File: config.mk
export PLATFORM = sky130hd
export DESIGN_NAME = layer_iter_sched
export DESIGN_NICKNAME = d
export VERILOG_FILES = /design/src/rtl/layer_iter_sched.sv
export SDC_FILE = /design/constraint.sdc
export NUM_CORES = 1
export LEC_CHECK = 0
export CAP_MARGIN = 30
export CORE_MARGIN = 1
export CORE_UTILIZATION = 50
export CTS_BUF_LIST = sky130_fd_sc_hd__clkbuf_4
export DETAILED_ROUTE_END_ITERATION = 8
export DONT_BUFFER_PORTS = 1
export GPL_ROUTABILITY_DRIVEN = 1
export PLACE_DENSITY = 0.68
export SETUP_SLACK_MARGIN = 0.02
export SYNTH_ARGS = -nofsm -noshare
export SYNTH_HDL_FRONTEND = slang
export SYNTH_SLANG_ARGS = --single-unit
File: constraint.sdc
create_clock -name clk -period 2.81 [get_ports clk]
set_input_delay 0.562 -clock clk [delete_from_list [all_inputs] [get_ports clk]]
set_output_delay 0.562 -clock clk [all_outputs]
set_load 0.005 [all_outputs]
File: src/rtl/layer_iter_sched.sv
// Layered LDPC decode sequencer: walks every layer of every iteration through the
// check-node / variable-node phases and stops on iteration limit or syndrome pass.
module layer_iter_sched #(
  parameter int NUM_LAYERS      = 8,
  parameter int WIDTH_LAYER     = 3,
  parameter int WIDTH_ITERATION = 5,
  parameter int CHKN_LATENCY    = 4
) (
  input  logic                       clk,
  input  logic                       reset,
  input  logic                       validIn,
  input  logic                       llrInLast,
  input  logic [WIDTH_LAYER:0]       numLayers,
  input  logic [WIDTH_ITERATION-1:0] iterMax,
  input  logic                       syndromeValid,
  input  logic                       syndromeOk,
  input  logic                       outAck,
  output logic [WIDTH_LAYER-1:0]     CurrLayer,
  output logic [WIDTH_ITERATION-1:0] CurrIter,
  output logic                       CopyLLRIn2LLRNew,
  output logic                       ChkNInputValid,
  output logic                       VarNInputValid,
  output logic                       ReadyOut,
  output logic                       DecodeDone,
  output logic                       EarlyStop
);
  localparam int CNT_W = (CHKN_LATENCY > 1) ? $clog2(CHKN_LATENCY) : 1;
  localparam logic [CNT_W-1:0]           CNT_LOAD   = CNT_W'(CHKN_LATENCY - 1);
  localparam logic [CNT_W-1:0]           CNT_ONE    = CNT_W'(1);
  localparam logic [WIDTH_LAYER:0]       LAYERS_MAX = (WIDTH_LAYER + 1)'(NUM_LAYERS);
  localparam logic [WIDTH_LAYER:0]       LAYER_ONE  = (WIDTH_LAYER + 1)'(1);
  localparam logic [WIDTH_LAYER-1:0]     LAYER_INC  = WIDTH_LAYER'(1);
  localparam logic [WIDTH_ITERATION-1:0] ITER_ONE   = WIDTH_ITERATION'(1);

  typedef enum logic [3:0] {
    IDLE, LOAD, COPY, CSET, CHK, CWAIT, VAR, VWAIT, SYND, DONE
  } state_t;

  state_t                     state_reg;
  logic [WIDTH_LAYER:0]       nl_reg;
  logic [WIDTH_ITERATION-1:0] ni_reg;
  logic [CNT_W-1:0]           cnt_reg;
  logic                       last_layer;
  logic                       last_iter;

  // nl_reg is never 0, so the widened increment cannot wrap
  assign last_layer = ({1'b0, CurrLayer} + LAYER_ONE) >= nl_reg;
  assign last_iter  = (CurrIter == ni_reg);

  always_ff @(posedge clk) begin
    if (reset) begin
      state_reg        <= IDLE;
      nl_reg           <= LAYER_ONE;
      ni_reg           <= ITER_ONE;
      cnt_reg          <= '0;
      CurrLayer        <= '0;
      CurrIter         <= '0;
      CopyLLRIn2LLRNew <= 1'b0;
      ChkNInputValid   <= 1'b0;
      VarNInputValid   <= 1'b0;
      ReadyOut         <= 1'b1;
      DecodeDone       <= 1'b0;
      EarlyStop        <= 1'b0;
    end else begin
      // pulse outputs are raised only on the transition into their state
      CopyLLRIn2LLRNew <= 1'b0;
      ChkNInputValid   <= 1'b0;
      VarNInputValid   <= 1'b0;
      case (state_reg)
        IDLE, LOAD: begin
          if (validIn) begin
            if (llrInLast) begin
              state_reg        <= COPY;
              CopyLLRIn2LLRNew <= 1'b1;
              ReadyOut         <= 1'b0;
            end else begin
              state_reg <= LOAD;
            end
          end
        end
        COPY: begin
          if (numLayers == '0)            nl_reg <= LAYER_ONE;
          else if (numLayers > LAYERS_MAX) nl_reg <= LAYERS_MAX;
          else                            nl_reg <= numLayers;
          ni_reg    <= (iterMax == '0) ? ITER_ONE : iterMax;
          CurrLayer <= '0;
          CurrIter  <= ITER_ONE;
          state_reg <= CSET;
        end
        CSET: begin
          state_reg      <= CHK;
          ChkNInputValid <= 1'b1;
        end
        CHK: begin
          state_reg <= CWAIT;
          cnt_reg   <= CNT_LOAD;
        end
        CWAIT: begin
          if (cnt_reg == '0) begin
            state_reg      <= VAR;
            VarNInputValid <= 1'b1;
          end else begin
            cnt_reg <= cnt_reg - CNT_ONE;
          end
        end
        VAR: state_reg <= VWAIT;
        VWAIT: begin
          if (last_layer) begin
            state_reg <= SYND;
          end else begin
            CurrLayer      <= CurrLayer + LAYER_INC;
            state_reg      <= CHK;
            ChkNInputValid <= 1'b1;
          end
        end
        SYND: begin
          if (syndromeValid) begin
            if (syndromeOk || last_iter) begin
              state_reg  <= DONE;
              DecodeDone <= 1'b1;
              EarlyStop  <= syndromeOk;
            end else begin
              CurrIter       <= CurrIter + ITER_ONE;
              CurrLayer      <= '0;
              state_reg      <= CHK;
              ChkNInputValid <= 1'b1;
            end
          end
        end
        DONE: begin
          if (outAck) begin
            state_reg  <= IDLE;
            DecodeDone <= 1'b0;
            EarlyStop  <= 1'b0;
            ReadyOut   <= 1'b1;
          end
        end
        default: state_reg <= IDLE;
      endcase
    end
  end
endmodule

==> results.tsv <==
stage	metric	value	unit
grt	grt_max_degree	28	
finish	fin_util	56.40	%
finish	area_delta_synth_final	3.906	%
logic_synthesis	synth_cell_types	55	
logic_synthesis	ys_warn_count	0	
cts	numCtsBuffers	5	
worst_setup_path	crit_arrival	2380	ps
logic_synthesis	async_flop_share	0	%
cts	clk_pin_slew_worst_paths	90	ps
finish	drive_above_1_share	9.596	%
grt	gr-usage-all-layers	22.86	%
worst_setup_path	startpoint_type	flop	
detailed_routing	ant_nets	0	
finish	nNetsFinal	220	
detailed_routing	vias_per_cell	6.004	
worst_setup_path	crit_chain	ha_1 -> ha_1 -> a2111oi_2 -> nor3_1 -> o32a_1 -> o31ai_1	
timing	relSlewSlack	56.76	%
cts	ctsLongestPathBuffers	2	
cts	cts_setup_buffers	0	
detailed_routing	drt_first_iter_violations	133	
timing	finalHoldViolations	0	
logic_synthesis	syn_area	1698	um^2
floorplan	start_util	54.28	%
job	maxCapViolCount	0	
finish	num-fill-cells	327	
detailed_routing	wl_per_cell	15.16	um
worst_setup_path	worst-setup-path-type	reg2reg	
timing	tns	0	ps
timing	period_share	76.07	%
pwr	ir_drop	0.3416	mV
cts	cts-root-buf	clkbuf_4	
grt	grt.overflow.total	0	
timing	rsz0062_at_grt	false	
detailed_routing	drt_wl_total	3.668	mm
placement	placed_area	1704	um^2
detailed_routing	firstDrtPassIters	4	
placement	dp_hpwl	2.689	mm
cts	tritoncts	done	
worst_setup_path	rrSetupSlack	670	ps
pwr	power	0.0007869	W
run_status	status	complete, no violations	
placement	place_congestion	0.8563	
logic_synthesis	synth_edf_count	0	
placement	numPortBuffers	0	
timing	clock_skew	5.405	ps
grt	grt_pass1_wl	6.044	mm
worst_setup_path	crit_path_top_delay_cell	dfxtp_1	
timing	setup-violations-final	0	
timing	max_freq	467.8	MHz
cts	numClockSinks	29	
cts	clk_latency	320	ps
floorplan	chipWidth	60.28	um
logic_synthesis	syn_area_per_cell	8.489	um^2
finish	register_area	580.6	um^2
logic_synthesis	syn-num-nets	223	
worst_setup_path	crit_path_frequent_cell	ha_1	
finish	antenna_cells	0	
floorplan	core_area	3128	um^2
detailed_routing	via_count	1453	
timing	period_needed	2138	ps
grt	antenna_found_initial	0	
floorplan	die_y	60.28	um
grt	grt_pass1_vias	1420	
floorplan	rows	20	
worst_hold_path	hp-class	in2reg	
floorplan	die_area	3633	um^2
cts	cts.hold.buffers_added	0	
logic_synthesis	syn_inst	200	
timing	drv_slew	0	
detailed_routing	route.detailed.drc	0	
cts	htreeDepth	2	
placement	pre_cts_ws	657.2	ps
timing	postLayoutSetupSlackWorst	672.4	ps
worst_setup_path	cp.required	3050	ps
pwr	p_per_area	446.0	nW/um^2
logic_synthesis	ys_ff_latch	29	
finish	fin_area	1764	um^2
worst_setup_path	endpoint_kind	flop	
finish	multi_input_area	1031	um^2
worst_setup_path	max_stage_delay	440	ps
floorplan	ios	30	
timing	tightest_slew	647.6	ps
pwr	p_leak	0.6214	nW
logic_synthesis	synthFlopType	dfxtp_1	
worst_setup_path	critPathMaxFanout	6	
cts	post_cts_resized	0	
logic_synthesis	synth-seq-area-share	34.19	%
synth_stat cells (5+ instances only):
master	number	area, um^2
dfxtp_1	29	580.6
clkbuf_1	6	22.52
a211oi_1	5	37.54
and3_1	5	31.28
nor3_1	7	35.03
xnor2_1	6	52.55
a21oi_1	12	60.06
nand3b_1	6	45.04
nand2_1	25	93.84
o21ai_0	6	30.03
nor2_1	12	45.04
inv_1	7	26.28
nand3_1	9	45.04
ha_1	7	87.58
mux2i_1	6	60.06
cell usage in the layout, fill, tap and decap left out, types with 2 or more instances in the layout:
cell type,synthesis,layout
inv_1,7,7
nor2_1,12,12
nand3_1,9,9
or3_1,3,3
dfxtp_1,29,29
mux2i_1,6,6
clkbuf_4,0,8
nand2_1,25,25
xnor2_1,6,6
and3_1,5,5
a31oi_1,2,2
nor3_1,7,7
o32a_1,2,2
a21oi_1,12,12
ha_1,7,7
a211oi_2,2,2
a211oi_1,5,5
nor3b_1,3,3
o21ai_0,6,6
xor2_1,2,2
nor4_1,2,2
o31ai_1,2,2
nand3b_1,6,6
power by group:
part	switching, W	internal [W]
Sequential	0.0000203	0.000423
Clock	0.000134	0.000128
Combinational	0.0000455	0.0000350
cells by family (layout without fill, tap and decap cells):
| family | count (synthesis) | count (layout) | share of synthesized area [%] |
|---|---|---|---|
| DFF | 29 | 29 | 34.19 |
| buffers and inverters | 19 | 17 | 5.085 |
| muxes | 6 | 6 | 3.537 |
| and+or+nand+nor | 85 | 85 | 28.00 |
| xor gates and xnor gates | 8 | 8 | 4.127 |
| AOI/OAI and AO/OA | 46 | 46 | 19.90 |
| adders and majority gates | 7 | 7 | 5.158 |
routing by layer:
| metal | wire [um] | up-vias | global-route usage [%] |
|---|---|---|---|
| li1 | - | 729 | - |
| met1 | 1577 | 672 | 26.35 |
| met2 | 1843 | 46 | 38.78 |
| met3 | 209 | 6 | 6.710 |
| met4 | 38 | 0 | 9.967 |
| met5 | 0 | - | 0 |
stage by stage:
step	hold slack, ps	instances
4_1_cts	280.9	242
3_5_place_dp	452.6	234
3_3_place_gp	437.7	234
2_1_floorplan	431.9	200
6_report	301.5	242
5_1_grt	264.3	242
worst paths after layout:
kind / start / endpoint / cells after the start
worst max-delay path: CurrLayer[0] / state_reg[2] / 6
worst min-delay path: reset / CopyLLRIn2LLRNew / 1
worst max register to register: CurrLayer[0] / state_reg[2] / 6
worst min register to register: ni_reg[4] / ni_reg[4] / 2
critical path: cells and delay by family (launching register included):
kind	cells	cell delay, ps
AO/OA/AOI/OAI	3	930
AND/OR/NAND/NOR	1	110
adder cells (fa/ha/maj)	2	570
flip-flops	1	440
final cells by class:
| type | instances | area share, % |
|---|---|---|
| clock buffer | 8 | 3.404 |
| timing repair buffer | 1 | 0.4255 |
| tap | 44 | 3.121 |
| sequential | 29 | 32.91 |
| multi-input combinational | 152 | 58.44 |
| inverter | 8 | 1.702 |
Power figures use the tool's default switching activity.
==> RTL edit 1: new RTL, same settings <==
The 10 states of `state_t` get a one-hot encoding in 10 bits.
--- a/src/rtl/layer_iter_sched.sv
+++ b/src/rtl/layer_iter_sched.sv
@@ -33,6 +33,6 @@
   localparam logic [WIDTH_ITERATION-1:0] ITER_ONE   = WIDTH_ITERATION'(1);
 
-  typedef enum logic [3:0] {
-    IDLE, LOAD, COPY, CSET, CHK, CWAIT, VAR, VWAIT, SYND, DONE
+  typedef enum logic [9:0] {
+    IDLE = 10'b0000000001, LOAD = 10'b0000000010, COPY = 10'b0000000100, CSET = 10'b0000001000, CHK = 10'b0000010000, CWAIT = 10'b0000100000, VAR = 10'b0001000000, VWAIT = 10'b0010000000, SYND = 10'b0100000000, DONE = 10'b1000000000
   } state_t;
 
Function: same outputs for any inputs over 10 cycles, from zero or initial values and one cycle with reset high; not proved beyond that.
==> RTL edit 1 against the unedited design <==
  * Worst setup slack worse by 0.39 ns
  * Final cell count up 14%
  * Sequential cell count rose by 6
  * Total power is 23% higher
  * Design area increased by 13%
  * Wire length grew 13%
  * Area after synthesis rose by 11%
  * Critical path type unchanged
==> RTL edit 1: results (changes against the unedited design) <==
Drt
  • DRT iter0 DRCs: 100 (was 133)
  • Routed wire length on met2: 1810 um (was 1843 um)
  • Vias: 1691 (was 1453)
  • Met3 wire length: 293 um (was 209 um)
  • DRT Pass-1 Iters: 4 (unchanged)
  • Vias/cell: 6.127 (was 6.004)
  • Met1 Wirelength: 2009 um (was 1577 um)
  • Wire per inst: 15.06 um (was 15.16 um)
  • Top Layer Used: met4 (unchanged)

Setup path
  • CP Class: register to register (unchanged)
  • Critical Path AT: 2.79 ns (was 2.38 ns)
  • Crit Path Max Fanout: 7 (was 6)
  • Worst reg2reg startpoint: state_reg[0] (was CurrLayer[0])

Placement
  • Placed Area: 0.001931 sq mm (was 0.001704 sq mm)
  • Placed Cells: 268 (was 234)
  • GPL Wtd Cong: 0.8414 (was 0.8563)
  • IO Port Bufs: 0 (unchanged)
  • HPWL Detailed: 3071 um (was 2689 um)

Synthesis
  • Top cells by area, synth: dfxtp_1 37%, ha_1 4.7%, nand2_1 4.2% (was dfxtp_1 34%, nand2_1 5.5%, ha_1 5.2%)
  • Sequential area share after synthesis: 37.26% (was 34.19%)
  • Commonest cells in the netlist: 35 x dfxtp_1, 21 x nand2_1, 15 x a21oi_1 (was 29 x dfxtp_1, 25 x nand2_1, 12 x a21oi_1, 12 x nor2_1, 9 x nand3_1)
  • Synth unique cells: 44 (was 55)
  • Synth Area per Inst: 8.284 sq um (was 8.489 sq um)

CTS
  • Clk Latency, worst-skew pair: ~0.33 ns
  • Cts repair resizes: 0 (unchanged)
  • CTS H-Tree Depth: 2 (unchanged)
  • Clock tree buffer depth: 2 (unchanged)
  • CTS clk-pin slew, worst paths: about 0.1 ns
  • CTS Buf Count: 5 (unchanged)
  • Clock root buffer master: clkbuf_4 (unchanged)

Power and ir drop
  • Max VDD drop: 278.0 uV (was 341.6 uV)
  • Comb group: 0.154 mW (was 0.0805 mW)
  • Sequential power: 0.538 mW (was 0.443 mW)
  • Total power: 0.9667 mW (was 0.7869 mW)
  • P_int: 0.6995 mW (was 0.5867 mW)
  • P_leak: 0.7207 nW (was 0.6214 nW)

Global route
  • GR Layer Usage met2: 35.51% (was 38.78%)
  • Largest net degree at the start of global routing: 31 (was 28)
  • All-Layer GR Usage: 22.10% (was 22.86%)
  • Global-route wire length before repair: 7044 um (was 6044 um)
  • Initial antenna violation count: 0 (unchanged)
  • Met3 usage: 6.884% (was 6.710%)
  • Routing usage on met1: 28.13% (was 26.35%)
  • Vias in the first global route: 1614 (was 1420)

Timing
  • Final setup skew: 0.008293 ns (was 0.005405 ns)
  • Final setup vio count: 0 (unchanged)
  • Worst slew margin: 56.64% (was 56.76%)

Min path
  • HP Start: reset (unchanged)
  • Hold WC Path Type: primary input to register (unchanged)

Run status
  • Status: finished clean (unchanged)

Finish
  • # nets final: 252 (was 220)
  • Proportion of layout cells with a drive suffix above 1: 7.826% (was 9.596%)
  • Inserted Diodes: 0 (unchanged)
==> RTL edit 1: cell count changes after synthesis, sizes merged, moves of 6 or more <==
cell / before / now
xor2: 2 / 8
dfxtp: 29 / 35
a31oi: 2 / 9
mux2i: 6 / 0
==> RTL edit 1: cell families (layout without fill, tap and decap cells) <==
family	Yosys count	count (layout)	synth area share, %
adder cells (fa/ha/maj)	7	7	4.657
buffers and inverters	22	25	4.790
AND/OR/NAND/NOR	100	100	29.81
flip-flops	35	35	37.26
XOR/XNOR	9	9	4.192
AO/OA/AOI/OAI	54	54	19.29
==> RTL edit 1: cell type report <==
class                      count  area (sq um)
timing repair buffer           5         37.54
clock buffer                   7         52.55
fill                         333          1480
clock inverter                 1         5.005
sequential                    35         700.7
tap                           46         57.56
multi-input combinational    170          1090
inverter                      12         45.04
==> RTL edit 1: critical path, cell delays in order (launching register included) <==
cell and delay [ns]:
dfxtp_1 0.39, or4_4 0.58, or4b_4 0.52, a2111o_1 0.40
or3_1 0.39, a31oi_1 0.18
==> RTL edit 1: path summary, 6_finish.rpt <==
| kind | end | slack, ns | cells past startpoint |
|---|---|---|---|
| setup reg to reg | CurrIter[4] | 0.29 | 5 |
| setup / recovery | CurrIter[4] | 0.29 | 5 |
| hold / removal | state_reg[1] | 0.29 | 1 |
| hold reg to reg | nl_reg[3] | 0.46 | 2 |
==> RTL edit 1: through the flow <==
| step | setup WS, ns | utilization, % |
|---|---|---|
| final | 0.2858 | 57.32 |
| after floorplan | 0.4427 | - |
| after CTS | 0.3394 | 57.32 |
| after detailed placement | 0.3417 | 55.66 |
| after global placement | 0.4176 | 55.66 |
| after global routing | 0.1938 | 57.32 |
==> RTL edit 2: new RTL, same flow settings <==
Without the edit above. Set the parameter `WIDTH_LAYER` to 6 (it was 3).
--- a/src/rtl/layer_iter_sched.sv
+++ b/src/rtl/layer_iter_sched.sv
@@ -3,5 +3,5 @@
 module layer_iter_sched #(
   parameter int NUM_LAYERS      = 8,
-  parameter int WIDTH_LAYER     = 3,
+  parameter int WIDTH_LAYER     = 6,
   parameter int WIDTH_ITERATION = 5,
   parameter int CHKN_LATENCY    = 4
Ports: changed (resized CurrLayer and numLayers); port bits go from 30 to 36. No check against the original RTL was run, so the function may have changed too.
==> RTL edit 2 against the unedited design <==
  * Total power up 8.7%
  * Combinational power is 15% lower
  * Count of clock-buffer cells in the layout decreased by 2
  * Design area is 8.7% higher
  * Die area grew 6.7%
  * Area after synthesis rose by 6.9%
  * Maximum frequency decreased by 18%
  * Sequential cell count grew 6
  * Wire length rose by 4.5%
  * Via count increased by 4.5%
  * Worst setup slack got worse by 0.48 ns
  * First-iteration DRC count fell by 62%
  * Clock power about the same
==> RTL edit 2: results (changes against the unedited design) <==
Run status
  • Status: finished clean (unchanged)

Drt
  • Routed wire length on met2: 1830 um (was 1843 um)
  • Vias: 1518 (was 1453)
  • Met1 Wirelength: 1725 um (was 1577 um)
  • Total Wirelength: 3832 um (was 3668 um)

Finish
  • Clock buffer cells: 6 (was 8)
  • Proportion of layout cells with a drive suffix above 1: 8.411% (was 9.596%)
  • Sequential cell area share: 36.55% (was 32.91%)
  • Clock-cell share of area: 2.742% (was 3.404%)
  • Buffer share of cell area: 0.7833% (was 0.4255%)
  • Inverter count: 12 (was 8)
  • # nets final: 242 (was 220)
  • Multi-input gates: 157 (was 152)

Power and ir drop
  • Sw Ratio: 25.04% (was 25.45%)
  • Max VDD drop: 267.4 uV (was 341.6 uV)

CTS
  • Clk Latency, worst-skew pair: 0.34 ns (was 0.32 ns)

Synthesis
  • Post-Syn Instances: 214 (was 200)
  • Sequential area share after synthesis: 38.59% (was 34.19%)
  • Top cells by area, synth: dfxtp_1 39%, ha_1 6.9%, nor2_1 5.0% (was dfxtp_1 34%, nand2_1 5.5%, ha_1 5.2%)
  • Synth Area per Inst: 8.484 sq um (was 8.489 sq um)
  • #FFs+latches synth: 35 (was 29)
  • Commonest cells in the netlist: 35 x dfxtp_1, 24 x nor2_1, 23 x nand2_1 (was 29 x dfxtp_1, 25 x nand2_1, 12 x a21oi_1, 12 x nor2_1, 9 x nand3_1)
  • Synth unique cells: 49 (was 55)

Global route
  • Met3 usage: 7.537% (was 6.710%)
  • All-Layer GR Usage: 21.60% (was 22.86%)
  • Vias in the first global route: 1570 (was 1420)

Placement
  • Placed Area: 0.001844 sq mm (was 0.001704 sq mm)
  • Placed Cells: 252 (was 234)
  • Post-Place Worst Slack: 0.2543 ns (was 0.6572 ns)

Timing
  • Worst Max-Slew Pin Slew: 0.4944 ns (was 0.6476 ns)
-- RTL edit 2: cell count changes in the layout (fill, tap and decap cells not counted), moves of 4 or more --
| cell | change |
|---|---|
| nor2_1 | +12 |
| dfxtp_1 | +6 |
| and3_1 | -5 |
| nand3b_1 | -5 |
| a32o_1 | +4 |
| inv_1 | +4 |
| mux2i_1 | -4 |
| nand4_1 | +4 |
| o21ai_0 | -4 |
-- RTL edit 2: final timing paths --
kind	from	end	slack, ns	depth (start not counted)
hold reg to reg	nl_reg[6]	nl_reg[6]	0.46	2
setup reg to reg	CurrLayer[1]	CurrLayer[1]	0.19	10
setup / recovery	CurrLayer[1]	CurrLayer[1]	0.19	10
hold / removal	reset	CurrIter[1]	0.28	1
-- RTL edit 2: power groups by stage --
stage	clock (mW)	sequential, mW	combinational [mW]
floorplan	0	0.527	0.0661
global placement	0	0.535	0.0635
detailed placement	0	0.536	0.0666
CTS	0.274	0.524	0.0669
global route	0.296	0.527	0.0782
finish	0.263	0.524	0.0684
